File: src/rtl/uart_cmd_pkg.sv
// uart_cmd_pkg: state encoding, opcodes, response bytes and frame slot indices
package uart_cmd_pkg;
  localparam logic [3:0] S_IDLE  = 4'd0;
  localparam logic [3:0] S_FETCH = 4'd1;
  localparam logic [3:0] S_LATCH = 4'd2;
  localparam logic [3:0] S_CHECK = 4'd3;
  localparam logic [3:0] S_EXEC  = 4'd4;
  localparam logic [3:0] S_LUTRD = 4'd5;
  localparam logic [3:0] S_ACK   = 4'd6;
  localparam logic [3:0] S_RDATA = 4'd7;
  localparam logic [3:0] S_NAK   = 4'd8;
  localparam logic [7:0] CMD_WR  = 8'h01;
  localparam logic [7:0] CMD_RD  = 8'h02;
  localparam logic [7:0] CMD_EN  = 8'h03;
  localparam logic [7:0] RSP_ACK = 8'h06;
  localparam logic [7:0] RSP_NAK = 8'h15;
  localparam logic [2:0] SLOT_HDR  = 3'd0;
  localparam logic [2:0] SLOT_CMD  = 3'd1;
  localparam logic [2:0] SLOT_ADDR = 3'd2;
  localparam logic [2:0] SLOT_DATA = 3'd3;
  localparam logic [2:0] SLOT_CHK  = 3'd4;
endpackage

File: src/rtl/uart_cmd_timeout.sv
// uart_cmd_timeout: inter-byte timeout counter, counts while run, expires at TIMEOUTCYCLE-1
module uart_cmd_timeout #(
  parameter int TIMEOUTCYCLE = 1_000_000
) (
  input  logic clk,
  input  logic rst,
  input  logic clr,
  input  logic run,
  output logic expire
);
  localparam int W = $clog2(TIMEOUTCYCLE + 1);
  logic [W-1:0] cnt;
  assign expire = run && cnt == W'(TIMEOUTCYCLE - 1);
  // count idle gap cycles; restart on every latched byte and after expiry
  always_ff @(posedge clk or negedge rst)
    if (!rst) cnt <= '0;
    else if (clr || expire) cnt <= '0;
    else if (run) cnt <= cnt + W'(1);
endmodule

File: src/rtl/uart_cmd_ctrl.sv
// uart_cmd_ctrl: pops 5-byte frames from the RX FIFO, runs LUT/gamma commands, pushes ACK/NAK
import uart_cmd_pkg::*;
module uart_cmd_ctrl #(
  parameter int PACKAGESIZE = 8,
  parameter int LUTADDRBIT = 8,
  parameter int LUTDATABIT = 8,
  parameter logic [PACKAGESIZE-1:0] HEADER = 8'hA5,
  parameter int TIMEOUTCYCLE = 1_000_000
) (
  input  logic                   clk,
  input  logic                   rst,
  input  logic [PACKAGESIZE-1:0] rxFifoData,
  input  logic                   rxFifoEmpty,
  output logic                   rxFifoRead,
  input  logic [1:0]             rxError,
  output logic [PACKAGESIZE-1:0] txFifoData,
  input  logic                   txFifoFull,
  output logic                   txFifoWrite,
  output logic [LUTADDRBIT-1:0]  lutAddr,
  output logic [LUTDATABIT-1:0]  lutWrData,
  output logic                   lutWrite,
  output logic                   lutRead,
  input  logic [LUTDATABIT-1:0]  lutRdData,
  output logic                   gammaEnable,
  output logic                   busy,
  output logic [7:0]             errCount
);
  logic [3:0] state, state_nxt;
  logic [2:0] byte_idx;
  logic [PACKAGESIZE-1:0] cmd_q, addr_q, data_q, chk_q;
  logic [LUTDATABIT-1:0] rd_q;
  logic expire, tmr_run, frame_ok, is_rd;
  assign is_rd = cmd_q == CMD_RD;
  assign tmr_run = state == S_IDLE && byte_idx != SLOT_HDR && rxFifoEmpty;
  assign frame_ok = (cmd_q ^ addr_q ^ data_q) == chk_q && (cmd_q == CMD_WR || is_rd || cmd_q == CMD_EN);
  uart_cmd_timeout #(.TIMEOUTCYCLE(TIMEOUTCYCLE)) u_tmo (
    .clk(clk),
    .rst(rst),
    .clr(state == S_LATCH),
    .run(tmr_run),
    .expire(expire)
  );
  // next-state: response states hold until the TX FIFO can take the byte
  always_comb begin
    state_nxt = S_IDLE;
    case (state)
      S_IDLE:  state_nxt = expire ? S_NAK : !rxFifoEmpty ? S_FETCH : S_IDLE;
      S_FETCH: state_nxt = S_LATCH;
      S_LATCH: state_nxt = rxError != 2'b0 ? S_NAK : byte_idx == SLOT_CHK ? S_CHECK : S_IDLE;
      S_CHECK: state_nxt = frame_ok ? S_EXEC : S_NAK;
      S_EXEC:  state_nxt = is_rd ? S_LUTRD : S_ACK;
      S_LUTRD: state_nxt = S_ACK;
      S_ACK:   state_nxt = txFifoFull ? S_ACK : is_rd ? S_RDATA : S_IDLE;
      S_RDATA: state_nxt = txFifoFull ? S_RDATA : S_IDLE;
      S_NAK:   state_nxt = txFifoFull ? S_NAK : S_IDLE;
      default: state_nxt = S_IDLE;
    endcase
  end
  // frame capture, slot tracking, command side effects and error counting
  always_ff @(posedge clk or negedge rst)
    if (!rst) begin
      state <= S_IDLE;
      byte_idx <= SLOT_HDR;
      cmd_q <= '0;
      addr_q <= '0;
      data_q <= '0;
      chk_q <= '0;
      rd_q <= '0;
      gammaEnable <= 1'b0;
      errCount <= 8'd0;
    end else begin
      state <= state_nxt;
      if (state == S_LATCH) begin
        if (byte_idx == SLOT_CMD) cmd_q <= rxFifoData;
        if (byte_idx == SLOT_ADDR) addr_q <= rxFifoData;
        if (byte_idx == SLOT_DATA) data_q <= rxFifoData;
        if (byte_idx == SLOT_CHK) chk_q <= rxFifoData;
        byte_idx <= (rxError != 2'b0 || byte_idx == SLOT_CHK) ? SLOT_HDR :
                    (byte_idx == SLOT_HDR && rxFifoData != HEADER) ? SLOT_HDR : byte_idx + 3'd1;
      end
      if (expire) byte_idx <= SLOT_HDR;
      if (state == S_LUTRD) rd_q <= lutRdData;
      if (state == S_EXEC && cmd_q == CMD_EN) gammaEnable <= data_q[0];
      if (state == S_NAK && !txFifoFull && errCount != 8'hFF) errCount <= errCount + 8'd1;
    end
  assign rxFifoRead = state == S_FETCH;
  assign lutWrite = state == S_EXEC && cmd_q == CMD_WR;
  assign lutRead = state == S_EXEC && is_rd;
  assign lutAddr = LUTADDRBIT'(addr_q);
  assign lutWrData = LUTDATABIT'(data_q);
  assign txFifoWrite = (state == S_ACK || state == S_RDATA || state == S_NAK) && !txFifoFull;
  assign txFifoData = state == S_ACK ? PACKAGESIZE'(RSP_ACK) :
                      state == S_NAK ? PACKAGESIZE'(RSP_NAK) :
                      state == S_RDATA ? PACKAGESIZE'(rd_q) : '0;
  assign busy = state != S_IDLE;
endmodule

File: config.mk
export PLATFORM = sky130hd
export DESIGN_NAME = uart_cmd_ctrl
export DESIGN_NICKNAME = d
export VERILOG_FILES = /design/src/rtl/uart_cmd_pkg.sv /design/src/rtl/uart_cmd_timeout.sv /design/src/rtl/uart_cmd_ctrl.sv
export SDC_FILE = /design/constraint.sdc
export NUM_CORES = 1
export LEC_CHECK = 0
export CORE_UTILIZATION = 60
export CTS_BUF_LIST = sky130_fd_sc_hd__clkbuf_4
export CTS_CLUSTER_SIZE = 30
export DETAILED_ROUTE_END_ITERATION = 8
export GPL_TIMING_DRIVEN = 0
export PLACE_DENSITY_LB_ADDON = 0.25
export RECOVER_POWER = 50
export SETUP_SLACK_MARGIN = 0.05
export SLEW_MARGIN = 20
export SYNTH_ARGS = -nofsm -noshare
export SYNTH_HDL_FRONTEND = slang
export SYNTH_SLANG_ARGS = --single-unit
File: constraint.sdc
create_clock -name clk -period 2.7 [get_ports clk]
set_input_delay 0.405 -clock clk [delete_from_list [all_inputs] [get_ports clk]]
set_output_delay 0.405 -clock clk [all_outputs]
set_load 0.02 [all_outputs]
==> results.toml, run 1 <==
[die]
dieArea_um2 = 6820
die_w_um = 82.6
coreArea_um2 = 6100
rows = 28
dieHeight_um = 82.6
num_io_pins = 60
initial_core_util_pct = 63.9

[critical_path]
end_kind = "output port"
crit_chain = "buf_2 -> and2b_2 -> nand2_1 -> or3_1 -> nor2_1 -> clkdlybuf4s15_1"
reg2reg_from = "state[0]"
r2r-end = "errCount[1]"
worst_ep_required_time_ns = 2.30
critPathTopFamily = "simple AND/OR/NAND/NOR gates"
crit_cells = 6
crit_buf_inv = 2
start_kind = "register"
crit_path_max_fanout = 9
reg2reg_depth = 4
r2r_slack_ns = 0.41
critPathKind = "register to output port"
crit_slowest_cell = "dfrtp_1"
arrival_ns = 2.12
max_stage_delay_ns = 0.38

[logic_synthesis]
synth_top_area_share_pct = 48.8
yosysWarnings = 0
syn_inst = 345
synth_enable_flop_cells = 0
synth_mux_area_share_pct = 12.4
synth_common_cells = "dfrtp_1, mux2_2, xnor2_1, nand2_1, nor2_1"
synth_top_family_by_area = "simple AND/OR/NAND/NOR gates"
synthAdderAreaFrac_pct = 2.25
yosys_register_bits = 76
syn-num-nets = 374
synth_xor_area_share_pct = 10.8
yosys.area_share.simple_pct = 19.8
ys.flop_type = "dfrtp_1"
synth_compound_area_share_pct = 3.88
synth_top_area_cell = "dfrtp_1"
ys_seq_area_share_pct = 48.8
syn_area_per_cell_um2 = 11.3
synth_area_um2 = 3900
yosysMostFrequentCell = "dfrtp_1"
ys_async_sr_fraction_pct = 100
synth_area_leaders = "dfrtp_1, mux2_2, xnor2_1"
ys_types = 48

[layout]
fill_cells = 423
n_antenna_cell = 0
synthToLayoutAreaGrowth_pct = 21.2
multi_input_area_um2 = 1870
final_cells = 497
register_area_um2 = 1900
final_nets = 446
drive_above_1_share_pct = 17.5

[worst_hold_path]
hp-start = "rd_q[7]"
holdPathEnd = "rd_q[7]"
holdCritPathClass = "register to register"
whs_path_depth = 1

[power]
p_leak_nw = 2.14
totalPowerFinal_mw = 3.03
powerDensity_nw_per_um2 = 642
ir_drop_mv = 0.464

[clock_tree]
cts_tree = "yes"
cts-buffers-inserted = 9
clkSinkCount = 76
clk_latency_ns = 0.42
root_buffer = "clkbuf_4"
cts_buffer_depth = 2
cts_max_level = 3
clk_pin_slew_ns = 0.13

[sta]
finClkSkew_ns = 0.0162
tns_ns = 0
min_period_ns = 2.52
tightest_slew_ns = 1.82
slew_viol_final = 32
fmax_ghz = 0.397
holdWs_ns = 0.511
setup_viol = 0
hold_violations = 0
rsz0062_at_grt = "no"
relSlewSlack_pct = -21.0
post-route-period-util_pct = 93.4

[drt]
dr.pass1.iters = 5
post_drt_via_cell_ratio = 5.86
route.antenna.remaining_nets = 0
vias = 2911
drcViolationCount = 0
wire_per_inst_um = 16.6
wirelength_um = 8280
drtIter0Drc = 164

[grt]
grt_use_total_pct = 27.0
grt.overflow.total = 0
grt_pass1_wl_um = 13600
antenna_found_initial = 0
grt_max_degree = 46
grt_pass1_vias = 2905

[place]
dp_cells = 480
gp_congestion = 0.808
port_buffers = 59
hpwl_um = 5990

[run_status]
run_status = "finished with violations"
violations = "capacitance limit, slew limit"

[flow_run]
maxCapViolCount = 1
==> worst max-delay path by stage <==
stage | slack, ns | end | start
4_1_cts | 0.04 | rxFifoRead | state[1]
3_5_place_dp | 0.25 | lutWrite | state[2]
6_report | 0.18 | lutWrite | state[3]
2_1_floorplan | 0.86 | lutWrite | state[2]
3_3_place_gp | -1.42 | rd_q[7] | rst
5_1_grt | 0.06 | lutWrite | cmd_q[4]
==> layout by cell type, fill, tap and decap left out, types with 2 or more instances in the layout <==
master	instances
nand4_1	9
clkbuf_4	10
o21ai_0	2
and2_1	5
a21oi_1	7
nor2_1	29
xnor2_1	37
nor2_4	2
mux2_2	40
clkinvlp_4	2
nor4_1	11
dfrtp_1	76
clkdlybuf4s50_1	45
clkinv_4	2
inv_1	9
nand4b_1	2
nor4b_1	3
or3_1	3
dlygate4sd2_1	6
xor2_1	11
clkbuf_2	2
and4_1	2
o22ai_1	2
buf_2	5
nand3_1	6
nand3b_1	2
dlygate4sd3_1	3
dlymetal6s2s_1	4
nor3_1	7
ha_1	7
mux2i_1	2
clkbuf_1	2
and3_1	8
a221o_1	2
nand2_1	30
nand2b_1	4
==> timing repair <==
| item | CTS | global route |
|---|---|---|
| hold buffers | 1 | 0 |
| endpoints found under the setup margin | 10 | 5 |
| endpoints found under the hold margin | 31 | 0 |
| cloned | 0 | 0 |
| setup buffers | 0 | 0 |
| resized for setup | 12 | 7 |
==> cell families after synthesis <==
kind of cell / after synthesis
DFF: 76
AOI/OAI and AO/OA: 20
muxes: 43
and+or+nand+nor: 132
buffers and inverters: 19
xor gates and xnor gates: 48
adders and majority gates: 7
==> worst reg2reg max path, cell delays in order (launching register included) <==
cell,delay [ns]
dfrtp_1,0.47
nor2_4,0.22
nand3b_1,0.19
a311oi_1,0.90
mux2_2,0.42
==> flip-flops by register name (all words and copies together), names as in the netlist <==
register	cells
state	4
u_tmo.cnt	20
byte_idx	3
lutAddr	8
gammaEnable	1
cmd_q	8
chk_q	8
errCount	8
lutWrData	8
rd_q	8
==> area by class of cell <==
type | instances | share of cell area [%]
Sequential cell | 76 | 40.3
Tap cell | 75 | 1.99
Buffer | 10 | 1.14
Inverter | 9 | 0.715
Timing Repair Buffer | 61 | 13.2
Multi-Input combinational cell | 250 | 39.6
Clock buffer | 9 | 1.43
Clock inverter | 7 | 1.62
==> per-stage QoR <==
| step | instance area (µm²) | setup slack (ns) | util, % |
|---|---|---|---|
| 2_1_floorplan | 3900 | 0.864 | - |
| 3_3_place_gp | 4580 | -1.42 | 75.2 |
| 3_5_place_dp | 4610 | 0.248 | 75.6 |
| 4_1_cts | 4760 | 0.0383 | 78.1 |
| 5_1_grt | 4720 | 0.0585 | 77.5 |
| 6_report | 4720 | 0.178 | 77.5 |
==> per-layer routing <==
| metal | part of all wire, % | track usage, % | vias to the layer above |
|---|---|---|---|
| li1 | - | - | 1362 |
| met1 | 43 | 34.8 | 1428 |
| met2 | 49 | 42.5 | 94 |
| met3 | 5.8 | 6.37 | 27 |
| met4 | 2.7 | 13.6 | 0 |
| met5 | 0 | 0 | - |
==> report_power, final <==
part / leakage, nW / switching, mW / internal (mW)
clock: 0.0725 / 0.421 / 0.286
combinational: 1.08 / 0.500 / 0.423
sequential: 0.987 / 0.129 / 1.27
total: 2.14 / 1.05 / 1.98
No activity file was read; power rests on OpenSTA's default activity.
==> inputs of run 2 (changes only) <==
- SKIP_CTS_REPAIR_TIMING: not set -> 1
==> run 2 against run 1 <==
The run still ends with capacitance limit, slew limit left. Design area is 0.53% higher. Wire length is 0.34% higher. Utilization is 0.41 points higher. First-iteration DRC count is 14% higher. Maximum frequency is 0.66% higher. Critical endpoint is now txFifoData[1].
==> results.toml, run 2 (same netlist as run 1, synthesis figures left out) <==
[grt]
grt_pass1_wl_um = 13600
grt.overflow.total = 0
grt_pass1_vias = 2897
grt_max_degree = 46
grt_use_total_pct = 27.0
antenna_found_initial = 0

[place]
dp_cells = 480
hpwl_um = 5990
port_buffers = 59
pre_cts_slack_ns = 0.248
gp_congestion = 0.808

[drt]
top_layer = "met4"
route.antenna.remaining_nets = 0
wirelength_um = 8300
wire_per_inst_um = 16.7
vias = 2899
wl_met1_um = 3640
post_drt_via_cell_ratio = 5.83
wl_met2_um = 4030
wl_met3_um = 407
drtIter0Drc = 187
dr.pass1.iters = 4
drcViolationCount = 0

[critical_path]
crit_start = "state[3]"
r2r-end = "errCount[1]"
worst_ep_required_time_ns = 2.30
reg2reg_from = "state[0]"
crit_chain = "buf_2 -> and2b_2 -> nand2_1 -> a21oi_1 -> clkdlybuf4s50_1"
arrival_ns = 2.10
end_kind = "output port"
reg2reg_depth = 4
endpoint = "txFifoData[1]"
max_stage_delay_ns = 0.65
crit_path_max_fanout = 9
r2r_slack_ns = 0.40
critPathKind = "register to output port"
start_kind = "register"
crit_slowest_cell = "clkdlybuf4s50_1"

[clock_tree]
clk_latency_ns = 0.42
root_buffer = "clkbuf_4"
cts_max_level = 3
cts_buffer_depth = 2
cts-buffers-inserted = 9
cts_tree = "yes"
clkSinkCount = 76
clk_pin_slew_ns = 0.12

[die]
dieArea_um2 = 6820
num_io_pins = 60
initial_core_util_pct = 63.9
die_w_um = 82.6
coreArea_um2 = 6100
dieHeight_um = 82.6
rows = 28

[layout]
largest_reg_flops = 20
final_cell_mix = "dfrtp_1, clkdlybuf4s50_1, mux2_2"
n_antenna_cell = 0
final_common_cell = "dfrtp_1"
fill_cells = 415
drive_above_1_share_pct = 17.5
synthToLayoutAreaGrowth_pct = 21.8
final_cells = 497
final_nets = 446
regMostFlops = "u_tmo.cnt"

[power]
p_leak_nw = 2.24
ir_drop_mv = 0.468
powerDensity_nw_per_um2 = 639

[sta]
tightest_slew_ns = 1.84
slew_viol_final = 32
relSlewSlack_pct = -22.7
post-route-period-util_pct = 92.8
hold_violations = 0
min_period_ns = 2.51
setup_viol = 0
setup_ws_ns = 0.195
fmax_ghz = 0.399
finClkSkew_ns = 0.0162
rsz0062_at_grt = "no"

[flow_run]
maxCapViolCount = 1

[run_status]
violations = "capacitance limit, slew limit"
run_status = "finished with violations"

[worst_hold_path]
hp-start = "rd_q[7]"
holdCritPathClass = "register to register"
-- run 2: report_power, final --
| part | internal [mW] | switching (mW) | total [mW] | leakage, nW |
|---|---|---|---|---|
| combinational | 0.428 | 0.500 | 0.928 | 1.18 |
| clock | 0.286 | 0.421 | 0.707 | 0.0725 |
| sequential | 1.27 | 0.128 | 1.40 | 0.987 |
| total | 1.99 | 1.05 | 3.04 | 2.24 |
-- run 2: final cells by class --
| class | instances | area [µm²] | share of cell area, % |
|---|---|---|---|
| buffer | 10 | 53.8 | 1.13 |
| clock buffer | 9 | 67.6 | 1.42 |
| clock inverter | 7 | 76.3 | 1.61 |
| inverter | 9 | 33.8 | 0.711 |
| multi-input combinational | 250 | 1870 | 39.4 |
| sequential | 76 | 1900 | 40.1 |
| tap | 75 | 93.8 | 1.98 |
| timing repair buffer | 61 | 649 | 13.7 |
-- run 2: worst min-delay path by stage --
stage / endpoint / cells after the start / slack [ns]
2_1_floorplan: byte_idx[0] / 0 / 0.11
3_3_place_gp: rd_q[7] / 1 / 0.48
3_5_place_dp: lutWrData[1] / 1 / 0.37
4_1_cts: lutWrData[1] / 1 / -0.09
5_1_grt: rd_q[6] / 1 / 0.53
6_report: rd_q[7] / 1 / 0.51
-- run 2: metal layers --
metal	up-vias	global-route usage (%)
met5	-	0
met4	0	13.3
met3	26	6.48
met2	88	42.5
met1	1421	34.9
li1	1364	-
-- run 2: through the flow --
step | area [µm²] | TNS (ns) | hold slack (ns) | total power [mW] | utilization (%)
2_1_floorplan | 3900 | 0 | 0.109 | 2.02 | -
3_3_place_gp | 4580 | -107.22 | 0.480 | 2.33 | 75.2
3_5_place_dp | 4610 | 0 | 0.375 | 2.38 | 75.6
4_1_cts | 4750 | -0.602 | -0.0900 | 3.08 | 77.9
5_1_grt | 4750 | 0 | 0.534 | 3.21 | 77.9
6_report | 4750 | 0 | 0.514 | 3.04 | 77.9
-- run 2: critical path: cells and delay by family (launching register included) --
| kind | cells | cell delay [ns] |
|---|---|---|
| flip-flops | 1 | 0.38 |
| buffers and inverters | 2 | 0.82 |
| AND/OR/NAND/NOR | 2 | 0.37 |
| AO/OA/AOI/OAI | 1 | 0.13 |
==> inputs of run 3 (changes only) <==
- RECOVER_POWER: 50 -> 25
==> run 3 against run 2 <==
The flow still finishes with violations (capacitance limit, slew limit). Global-route usage is the same. Register-to-register slack better by 0.11 ns. Final cell count unchanged. Non-clock buffer count did not move. Total power is 1.2% higher. Sequential share of layout area fell by 0.46 points. Critical path depth unchanged. Clock-buffer cell count did not move. Die area stayed put.
==> results.toml, run 3 (same netlist as run 1, synthesis figures left out) <==
[sta]
relSlewSlack_pct = -20.3
fmax_ghz = 0.396
hold_violations = 0
holdWs_ns = 0.514
setup_viol = 0
tightest_slew_ns = 1.81
rsz0062_at_grt = "no"
slew_viol_final = 32
min_period_ns = 2.53
finClkSkew_ns = 0.0173
post-route-period-util_pct = 93.6

[layout]
fill_cells = 405
final_cells = 497
regMostFlops = "u_tmo.cnt"
final_area_um2 = 4800
fin_util_pct = 78.8
final_common_cell = "dfrtp_1"
n_antenna_cell = 0
largest_reg_flops = 20
final_nets = 446
synthToLayoutAreaGrowth_pct = 23.2
register_area_um2 = 1900
drive_above_1_share_pct = 19.2
final_cell_mix = "dfrtp_1, clkdlybuf4s50_1, mux2_2"
multi_input_area_um2 = 1930

[critical_path]
critPathKind = "register to output port"
r2r_slack_ns = 0.51
worst_ep_required_time_ns = 2.30
arrival_ns = 2.12
end_kind = "output port"
crit_path_max_fanout = 10
start_kind = "register"

[drt]
post_drt_via_cell_ratio = 5.78
dr.pass1.iters = 4
drtIter0Drc = 175
vias = 2871
drcViolationCount = 0
wire_per_inst_um = 16.7
route.antenna.remaining_nets = 0
wirelength_um = 8300

[clock_tree]
clk_latency_ns = 0.42
clk_pin_slew_ns = 0.12
clkSinkCount = 76
cts_buffer_depth = 2
root_buffer = "clkbuf_4"
cts_tree = "yes"
cts-buffers-inserted = 9
cts_max_level = 3

[flow_run]
maxCapViolCount = 1

[worst_hold_path]
holdCritPathClass = "register to register"

[grt]
grt.overflow.total = 0
grt_use_total_pct = 27.0
grt_max_degree = 46
grt_pass1_vias = 2897
antenna_found_initial = 0
grt_pass1_wl_um = 13600

[place]
port_buffers = 59
placed_area_um2 = 4610
hpwl_um = 5990
dp_cells = 480
gp_congestion = 0.808

[die]
num_io_pins = 60
dieArea_um2 = 6820
initial_core_util_pct = 63.9
dieHeight_um = 82.6
coreArea_um2 = 6100
rows = 28
die_w_um = 82.6

[power]
totalPowerFinal_mw = 3.07
powerDensity_nw_per_um2 = 640
p_leak_nw = 2.28
ir_drop_mv = 0.472

[run_status]
violations = "capacitance limit, slew limit"
run_status = "finished with violations"
[run 3: changes by cell type in the layout (fill, tap and decap cells not counted), sizes merged]
cell           change
clkdlybuf4s50      +2
dlygate4sd3        -2
[run 3: worst paths after layout]
kind,from,to,cells past startpoint
worst min-delay path,rd_q[7],rd_q[7],1
max in group asynchronous,rst,u_tmo.cnt[2],2
min in group asynchronous,rst,lutWrData[1],2
worst max register to register,byte_idx[0],u_tmo.cnt[12],8
worst max-delay path,state[2],txFifoData[1],5
worst min register to register,rd_q[7],rd_q[7],1
[run 3: per-layer routing]
layer	share of wire (%)	global-route usage [%]	vias up
met5	0	0	-
met4	2.3	13.3	0
met3	4.9	6.48	24
met2	49	42.5	82
met1	44	34.9	1404
li1	-	-	1361
[run 3: where the power goes]
| group | internal [mW] | switching (mW) |
|---|---|---|
| registers | 1.27 | 0.135 |
| clock network | 0.286 | 0.421 |
| logic | 0.443 | 0.515 |
| total | 2.00 | 1.07 |
[run 3: final cells by class]
class                   count  share of cell area (%)
plain buffers              10                    1.12
clock buffers               9                    1.41
clock inverters             7                    1.59
inverters                   9                   0.703
multi-input cells         250                    40.1
flip-flops and latches     76                    39.6
well taps                  75                    1.95
repair buffers             61                    13.5
[run 3: metrics by stage]
stage | setup slack, ns | setup TNS (ns)
after floorplan | 0.864 | 0
after global placement | -1.42 | -107.22
after detailed placement | 0.248 | 0
after CTS | -0.221 | -0.602
after global routing | 0.0930 | 0
final | 0.173 | 0
[run 3: critical path, cell delays in order (launching register included)]
cell and delay [ns]:
dfrtp_1 0.41, clkbuf_4 0.21, and2b_2 0.22, nand2_1 0.08, a21oi_1 0.13, clkdlybuf4s50_1 0.66
